===== config.mk =====
export PLATFORM = sky130hd
export DESIGN_NAME = mem_arbiter
export DESIGN_NICKNAME = d
export VERILOG_FILES = /design/src/rtl/mem_arbiter.sv
export SDC_FILE = /design/constraint.sdc
export NUM_CORES = 1
export LEC_CHECK = 0
export CAP_MARGIN = 5
export CORE_MARGIN = 4
export CORE_UTILIZATION = 63
export DETAILED_ROUTE_END_ITERATION = 7
export DONT_BUFFER_PORTS = 1
export PLACE_DENSITY = 0.89
export SYNTH_ARGS = -nofsm -noshare
export SYNTH_HDL_FRONTEND = slang
export SYNTH_SLANG_ARGS = --single-unit

===== constraint.sdc =====
create_clock -name clk -period 2.2 [get_ports clk]
set_input_delay 0.22 -clock clk [delete_from_list [all_inputs] [get_ports clk]]
set_output_delay 0.22 -clock clk [all_outputs]
set_load 0.03 [all_outputs]

===== src/rtl/mem_arbiter.sv =====
// Two-requester (instruction/data) arbiter onto one memory port, one transaction outstanding.
// Grant in 1 cycle from request; each requester keeps one pending slot and extra requests are dropped (err[0]).
module mem_arbiter #(
    parameter int AW          = 32,
    parameter int DW          = 32,
    parameter int MAX_DSTREAK = 4
) (
    input  logic          clk,
    input  logic          rst,
    input  logic          i_oe,
    input  logic [AW-1:0] i_addr,
    output logic [DW-1:0] i_rdata,
    output logic          i_ready,
    input  logic          d_oe,
    input  logic [AW-1:0] d_addr,
    input  logic [DW-1:0] d_wdata,
    input  logic [3:0]    d_we,
    output logic [DW-1:0] d_rdata,
    output logic          d_ready,
    output logic          m_oe,
    output logic [AW-1:0] m_addr,
    output logic [DW-1:0] m_wdata,
    output logic [3:0]    m_we,
    input  logic [DW-1:0] m_rdata,
    input  logic          m_ready,
    output logic [1:0]    err
);

    localparam int SW = $clog2(MAX_DSTREAK + 1);

    typedef enum logic [1:0] {IDLE, BUSY_I, BUSY_D} state_t;

    state_t        state;
    logic          i_slot_vld;
    logic [AW-1:0] i_slot_addr;
    logic          d_slot_vld;
    logic [AW-1:0] d_slot_addr;
    logic [DW-1:0] d_slot_wdata;
    logic [3:0]    d_slot_we;
    logic [SW-1:0] streak;

    logic          arb;
    logic          i_cand;
    logic          d_cand;
    logic          grant_i;
    logic          grant_d;
    logic [AW-1:0] gi_addr;
    logic [AW-1:0] gd_addr;
    logic [DW-1:0] gd_wdata;
    logic [3:0]    gd_we;

    // Arbitration also happens on the completing edge so grants run back-to-back.
    assign arb      = (state == IDLE) || m_ready;
    assign i_cand   = i_slot_vld || i_oe;
    assign d_cand   = d_slot_vld || d_oe;
    assign grant_i  = arb && i_cand && (!d_cand || (streak == SW'(MAX_DSTREAK)));
    assign grant_d  = arb && d_cand && !grant_i;

    // The slot holds the older request, so it is served before an incoming one.
    assign gi_addr  = i_slot_vld ? i_slot_addr  : i_addr;
    assign gd_addr  = d_slot_vld ? d_slot_addr  : d_addr;
    assign gd_wdata = d_slot_vld ? d_slot_wdata : d_wdata;
    assign gd_we    = d_slot_vld ? d_slot_we    : d_we;

    assign i_ready  = (state == BUSY_I) && m_ready;
    assign d_ready  = (state == BUSY_D) && m_ready;
    assign i_rdata  = (state == BUSY_I) ? m_rdata : '0;
    assign d_rdata  = (state == BUSY_D) ? m_rdata : '0;

    always_ff @(posedge clk or negedge rst) begin
        if (!rst) begin
            state        <= IDLE;
            i_slot_vld   <= 1'b0;
            i_slot_addr  <= '0;
            d_slot_vld   <= 1'b0;
            d_slot_addr  <= '0;
            d_slot_wdata <= '0;
            d_slot_we    <= '0;
            streak       <= '0;
            m_oe         <= 1'b0;
            m_addr       <= '0;
            m_wdata      <= '0;
            m_we         <= '0;
            err          <= '0;
        end else begin
            m_oe <= grant_i || grant_d;

            if (grant_i) begin
                m_addr  <= gi_addr;
                m_wdata <= '0;
                m_we    <= '0;
                state   <= BUSY_I;
            end else if (grant_d) begin
                m_addr  <= gd_addr;
                m_wdata <= gd_wdata;
                m_we    <= gd_we;
                state   <= BUSY_D;
            end else if (state != IDLE && m_ready) begin
                state   <= IDLE;
            end

            if (state == IDLE && m_ready) begin
                err[1] <= 1'b1;
            end

            i_slot_vld <= grant_i ? (i_slot_vld && i_oe) : (i_slot_vld || i_oe);
            if (i_oe && (!i_slot_vld || grant_i)) begin
                i_slot_addr <= i_addr;
            end
            if (i_oe && i_slot_vld && !grant_i) begin
                err[0] <= 1'b1;
            end

            d_slot_vld <= grant_d ? (d_slot_vld && d_oe) : (d_slot_vld || d_oe);
            if (d_oe && (!d_slot_vld || grant_d)) begin
                d_slot_addr  <= d_addr;
                d_slot_wdata <= d_wdata;
                d_slot_we    <= d_we;
            end
            if (d_oe && d_slot_vld && !grant_d) begin
                err[0] <= 1'b1;
            end

            if (grant_i || !i_cand) begin
                streak <= '0;
            end else if (grant_d && streak != SW'(MAX_DSTREAK)) begin
                streak <= streak + SW'(1);
            end
        end
    end

endmodule

== Yosys cells after proc, flatten, opt, wreduce, memory -nomap -nowiden ==
Cells that the tools add are included.

* Register bits after elaboration: 178
* Input port bits: 137
* Output and inout bits: 137
* Logic and storage cells: 75

* Add/sub/neg operators: 1
* Eq/ne operators: 4
* Muxes and demuxes: 21
* Reduce and logical (&&, ||, !) cells: 35

{| class="wikitable"
|+ Operator list
! kind !! count
|-
| $mux W32 || 9
|-
| $logic_and A1 B1 Y1 || 15
|-
| $mux W4 || 3
|-
| $logic_or A1 B1 Y1 || 8
|-
| $reduce_bool A2 Y1 || 4
|-
| $logic_not A1 Y1 || 6
|-
| $mux W2 || 3
|-
| $mux W3 || 2
|-
| $mux W1 || 4
|-
| $add A3 B1 Y3 const B || 1
|-
| $eq A3 B3 Y1 const B || 1
|-
| $ne A3 B3 Y1 const B || 1
|-
| $reduce_bool A3 Y1 || 1
|-
| $eq A2 B1 Y1 const B || 1
|-
| $eq A2 B2 Y1 const B || 1
|-
| $logic_not A2 Y1 || 1
|}

== Logic depth before layout (Yosys ltp) ==
* Word-level depth: 9
* Gate-level depth with buffers: 7
* Gate-level depth less buffers: 5

== Worst setup path before layout ==
Ideal clock, no wire load.

* Path kind: register to register
* From: reg streak[0]
* To: reg d_slot_addr[11]
* Setup time: 127 ps
* Arrival time: 1671 ps
* Data required time: 2073 ps
* Path slack: 402 ps
* Stages on the path, launching flop included: 8
* Buffers on the path: 2
* Clock period less this slack: 1798 ps
* Path through: dfrtp_1 -> inv_1 -> ha_1 -> a2bb2oi_4 -> o221ai_2 -> buf_6 -> buf_6 -> mux2_1

* Longest elaborated chain between the ends: 7

{| class="wikitable"
|+ RTL lines
! item !! RTL line !! text
|-
| start, declared || 40 || <nowiki>logic [SW-1:0] streak;</nowiki>
|-
| start signal, assigned || 127 || <nowiki>streak <= streak + SW'(1);</nowiki>
|-
| $eq A3 B3 Y1 || 56 || <nowiki>assign grant_i = arb && i_cand && (!d_cand || (streak == SW'(MAX_DSTREAK)));</nowiki>
|-
| $logic_or A1 B1 Y1 || 56 ||
|-
| $logic_and A1 B1 Y1 || 56 ||
|-
| $logic_not A1 Y1 || 57 || <nowiki>assign grant_d = arb && d_cand && !grant_i;</nowiki>
|-
| $logic_and A1 B1 Y1 || 57 ||
|-
| $logic_or A1 B1 Y1 || 115 || <nowiki>if (d_oe && (!d_slot_vld || grant_d)) begin</nowiki>
|-
| $logic_and A1 B1 Y1 || 115 ||
|-
| end signal, assigned || 116 || <nowiki>d_slot_addr <= d_addr;</nowiki>
|-
| end, declared || 37 || <nowiki>logic [AW-1:0] d_slot_addr;</nowiki>
|}

Every way passes these cells.
A chain may end at the register's enable or synchronous reset.

== Worst setup path after layout ==
* From: reg streak[0]
* To: reg m_addr[31]

* Longest elaborated chain between the ends: 6
* Elaborated cells on any way between the ends: 7
* Those cells by class: eq/ne: 1; mux: 1; reduce/logical: 5

{| class="wikitable"
|+ RTL lines
! item !! RTL line !! text
|-
| $eq A3 B3 Y1 * || 56 ||
|-
| $logic_or A1 B1 Y1 * || 56 ||
|-
| $logic_and A1 B1 Y1 * || 56 ||
|-
| $logic_not A1 Y1 || 57 ||
|-
| $logic_and A1 B1 Y1 || 57 ||
|-
| $reduce_bool A2 Y1 (no line) || -- ||
|-
| end signal, assigned || 89 || <nowiki>m_addr <= gi_addr;</nowiki>
|-
| end signal, assigned || 94 || <nowiki>m_addr <= gd_addr;</nowiki>
|-
| end, declared || 21 || <nowiki>output logic [AW-1:0] m_addr,</nowiki>
|}

Every way passes the cells marked *; elsewhere a longest branch is shown, timed or not.

==> results.cfg <==
[synthesis]
ys_seq_area_frac = 0.525
yosys_warnings = 0
ys_types = 39
syn_nets = 793
synthCells = 654
syn_area_per_cell_um2 = 13.0
syn_area_um2 = 8490
ys_ff_latch = 178

[timing]
max_slew_margin = 0.346
tns_ps = 0
setup_viol = 0
finClkSkew_ps = 12.8
worstMarginPinSlew_ps = 982
rsz0062_at_grt = no
period_share = 0.945
slew_viol_final = 0
hold_viol = 179
hold_slack_ps = -508
min_period_ps = 2080
max_clock_freq_mhz = 481

[route]
ant_nets = 0
viasPerCell = 6.80
first_iter_violations = 516
vias = 6335
first_pass_iters = 4
wl_per_cell_um = 28.3
wl_um = 26300
drc = 0

[cts]
hold_buffers = 103
clk_latency_ps = 420
cts_max_level = 4
cts.path.max_buffers = 2
cts_tree = yes
ctsRootBufferMaster = clkbuf_16
clk_pin_slew_worst_paths_ps = 70
cts_buffers = 17
cts_setup_buffers = 0
clock-sinks = 178

[critical_path]
cp_data_required_time_ps = 2550
worstSetupPathType = flip-flop to flip-flop
cp_max_fo = 17
crit_path_max_incr_delay_ps = 780
start_kind = flip-flop
worst_setup_path_end_kind = flip-flop
path_cells = inv_1 > ha_1 > o2bb2ai_2 > a21oi_2 > a221o_1
slowest_stage = a21oi_2
critPathArrivalTime_ps = 2420

[grt]
grt_max_degree = 179
grt.overflow.total = 0
grt_pass1_vias = 6789
antenna_found_initial = 2
grt_pass1_wl_um = 39000
grt_usage = 0.341

[layout]
mostFrequentLayoutCell = dfrtp_1
syn2layout_area_growth_pct = 20.4
drive_above_1_share = 0.211
post-route-util = 0.772
finalNetCount = 871
instances_no_fill = 931
layout_common_cells = dfrtp_1 (176), dlygate4sd3_1 (103), mux2_2 (93)

[floorplanning]
fp-row-count = 42
die_w_um = 124
start_util = 0.641
io_pins = 274
fp.coreArea_um2 = 13200
die_h_um = 124
die_area_um2 = 15400

[pwr]
powerDensity_nw_per_um2 = 1610
p_leak_nw = 4.66
peakVddDrop_mv = 0.794

[run_status]
violations = negative hold slack
status = finished, violations left

[placement]
placedCellCount = 786
place_congestion = 0.772
io_buffer_count = 0
hpwl_um = 15800

[hold_path]
worstHoldPathType = primary input to asynchronous set/reset pin

[flow_run]
drv_cap = 0
[worst max-delay path: cells and delay by family (launching register included)]
family	cells	cell delay (ps)
AO/OA/AOI/OAI	3	1310
adder cells (fa/ha/maj)	1	250
buffers and inverters	1	70
flip-flops	1	380
[registers in the layout, summed over array words and instances (netlist names)]
| register | cells |
|---|---|
| d_slot_addr | 32 |
| d_slot_wdata | 32 |
| i_slot_addr | 32 |
| m_addr | 32 |
| m_wdata | 32 |
| d_slot_we | 4 |
| m_we | 4 |
| streak | 3 |
| err | 2 |
| state | 2 |
| d_slot_vld | 1 |
| i_slot_vld | 1 |
| m_oe | 1 |
[stage by stage]
step                power [mW]  setup slack, ps  cell area [µm²]
floorplan                 11.8              402             8490
global placement          12.7              310             8600
detailed placement        13.2              204             8600
CTS                       16.2             93.5            10200
global route              17.2             20.8            10200
finish                    16.5              121            10200
[logic make-up after synthesis]
group	count (synthesis)	share of synthesized area
buffers and inverters	70	0.0408
DFF	178	0.525
muxes	183	0.233
AOI/OAI and AO/OA	106	0.115
and+or+nand+nor	113	0.0808
adders and majority gates	4	0.00531
[area by class of cell]
class | count | area [µm²]
Antenna cell | 10 | 25.0
Sequential cell | 178 | 4460
Tap cell | 176 | 220
Clock inverter | 11 | 86.3
Multi-Input combinational cell | 406 | 3710
Fill cell | 740 | 3020
Inverter | 6 | 30.0
Timing Repair Buffer | 123 | 1220
Clock buffer | 21 | 470
[what timing repair did]
| action | in CTS | in global routing |
|---|---|---|
| setup endpoints to repair | 0 | 10 |
| gates resized for setup | 0 | 2 |
| hold endpoints to repair | 299 | 178 |
[cells in the mapped netlist]
cell | n | area share
buf_2 | 28 | 0.017
o21ba_2 | 1 | 0.0012
nand2_1 | 4 | 0.0018
buf_1 | 3 | 0.0013
a21o_1 | 2 | 0.0018
mux2i_1 | 68 | 0.080
o221ai_2 | 2 | 0.0035
a21oi_1 | 3 | 0.0018
and3_1 | 66 | 0.049
a21oi_2 | 1 | 0.0010
o21ai_0 | 3 | 0.0018
nor3b_1 | 1 | 0.00088
o21bai_1 | 1 | 0.00088
dfrtp_1 | 178 | 0.52
ha_1 | 2 | 0.0029
a311o_1 | 1 | 0.0012
nor2b_1 | 1 | 0.00074
nor2_1 | 4 | 0.0018
o2bb2ai_2 | 1 | 0.0018
maj3_1 | 2 | 0.0024
a221o_1 | 32 | 0.038
clkbuf_1 | 23 | 0.010
mux2_1 | 22 | 0.029
nand3_1 | 2 | 0.0012
inv_1 | 6 | 0.0027
nand2b_1 | 2 | 0.0015
or2_1 | 1 | 0.00074
o2bb2ai_1 | 36 | 0.037
a22o_1 | 17 | 0.018
a211oi_2 | 1 | 0.0015
mux2_2 | 93 | 0.12
a32o_1 | 1 | 0.0012
nor4_1 | 32 | 0.024
o22ai_1 | 1 | 0.00074
a211o_1 | 1 | 0.0010
buf_4 | 7 | 0.0062
a2bb2oi_4 | 1 | 0.0031
o21ai_1 | 1 | 0.00059
buf_6 | 3 | 0.0040
[metal layers]
| layer | share of wire | vias up | global-route usage |
|---|---|---|---|
| met1 | 0.34 | 3188 | 0.371 |
| met2 | 0.52 | 386 | 0.570 |
| met5 | 0 | - | 0 |
| li1 | - | 2659 | - |
| met4 | 0.061 | 0 | 0.236 |
| met3 | 0.087 | 102 | 0.104 |
[power breakdown]
part	switching [mW]	internal, mW	leakage [nW]	total [mW]
Sequential	2.27	4.84	2.14	7.11
Clock	1.26	1.64	0.282	2.89
Combinational	3.61	2.86	2.24	6.47
[final timing paths]
kind | end | slack (ps) | from | cells after the start
max in group asynchronous | d_slot_vld | 2470 | rst | 0
hold / removal | m_addr[10] | -510 | rst | 0
hold reg to reg | d_slot_addr[18] | 490 | d_slot_addr[18] | 1
min in group clk | m_wdata[17] | 0 | d_wdata[17] | 2
setup reg to reg | m_addr[31] | 120 | streak[0] | 5
setup / recovery | m_addr[31] | 120 | streak[0] | 5
Power figures use the tool's default switching activity.
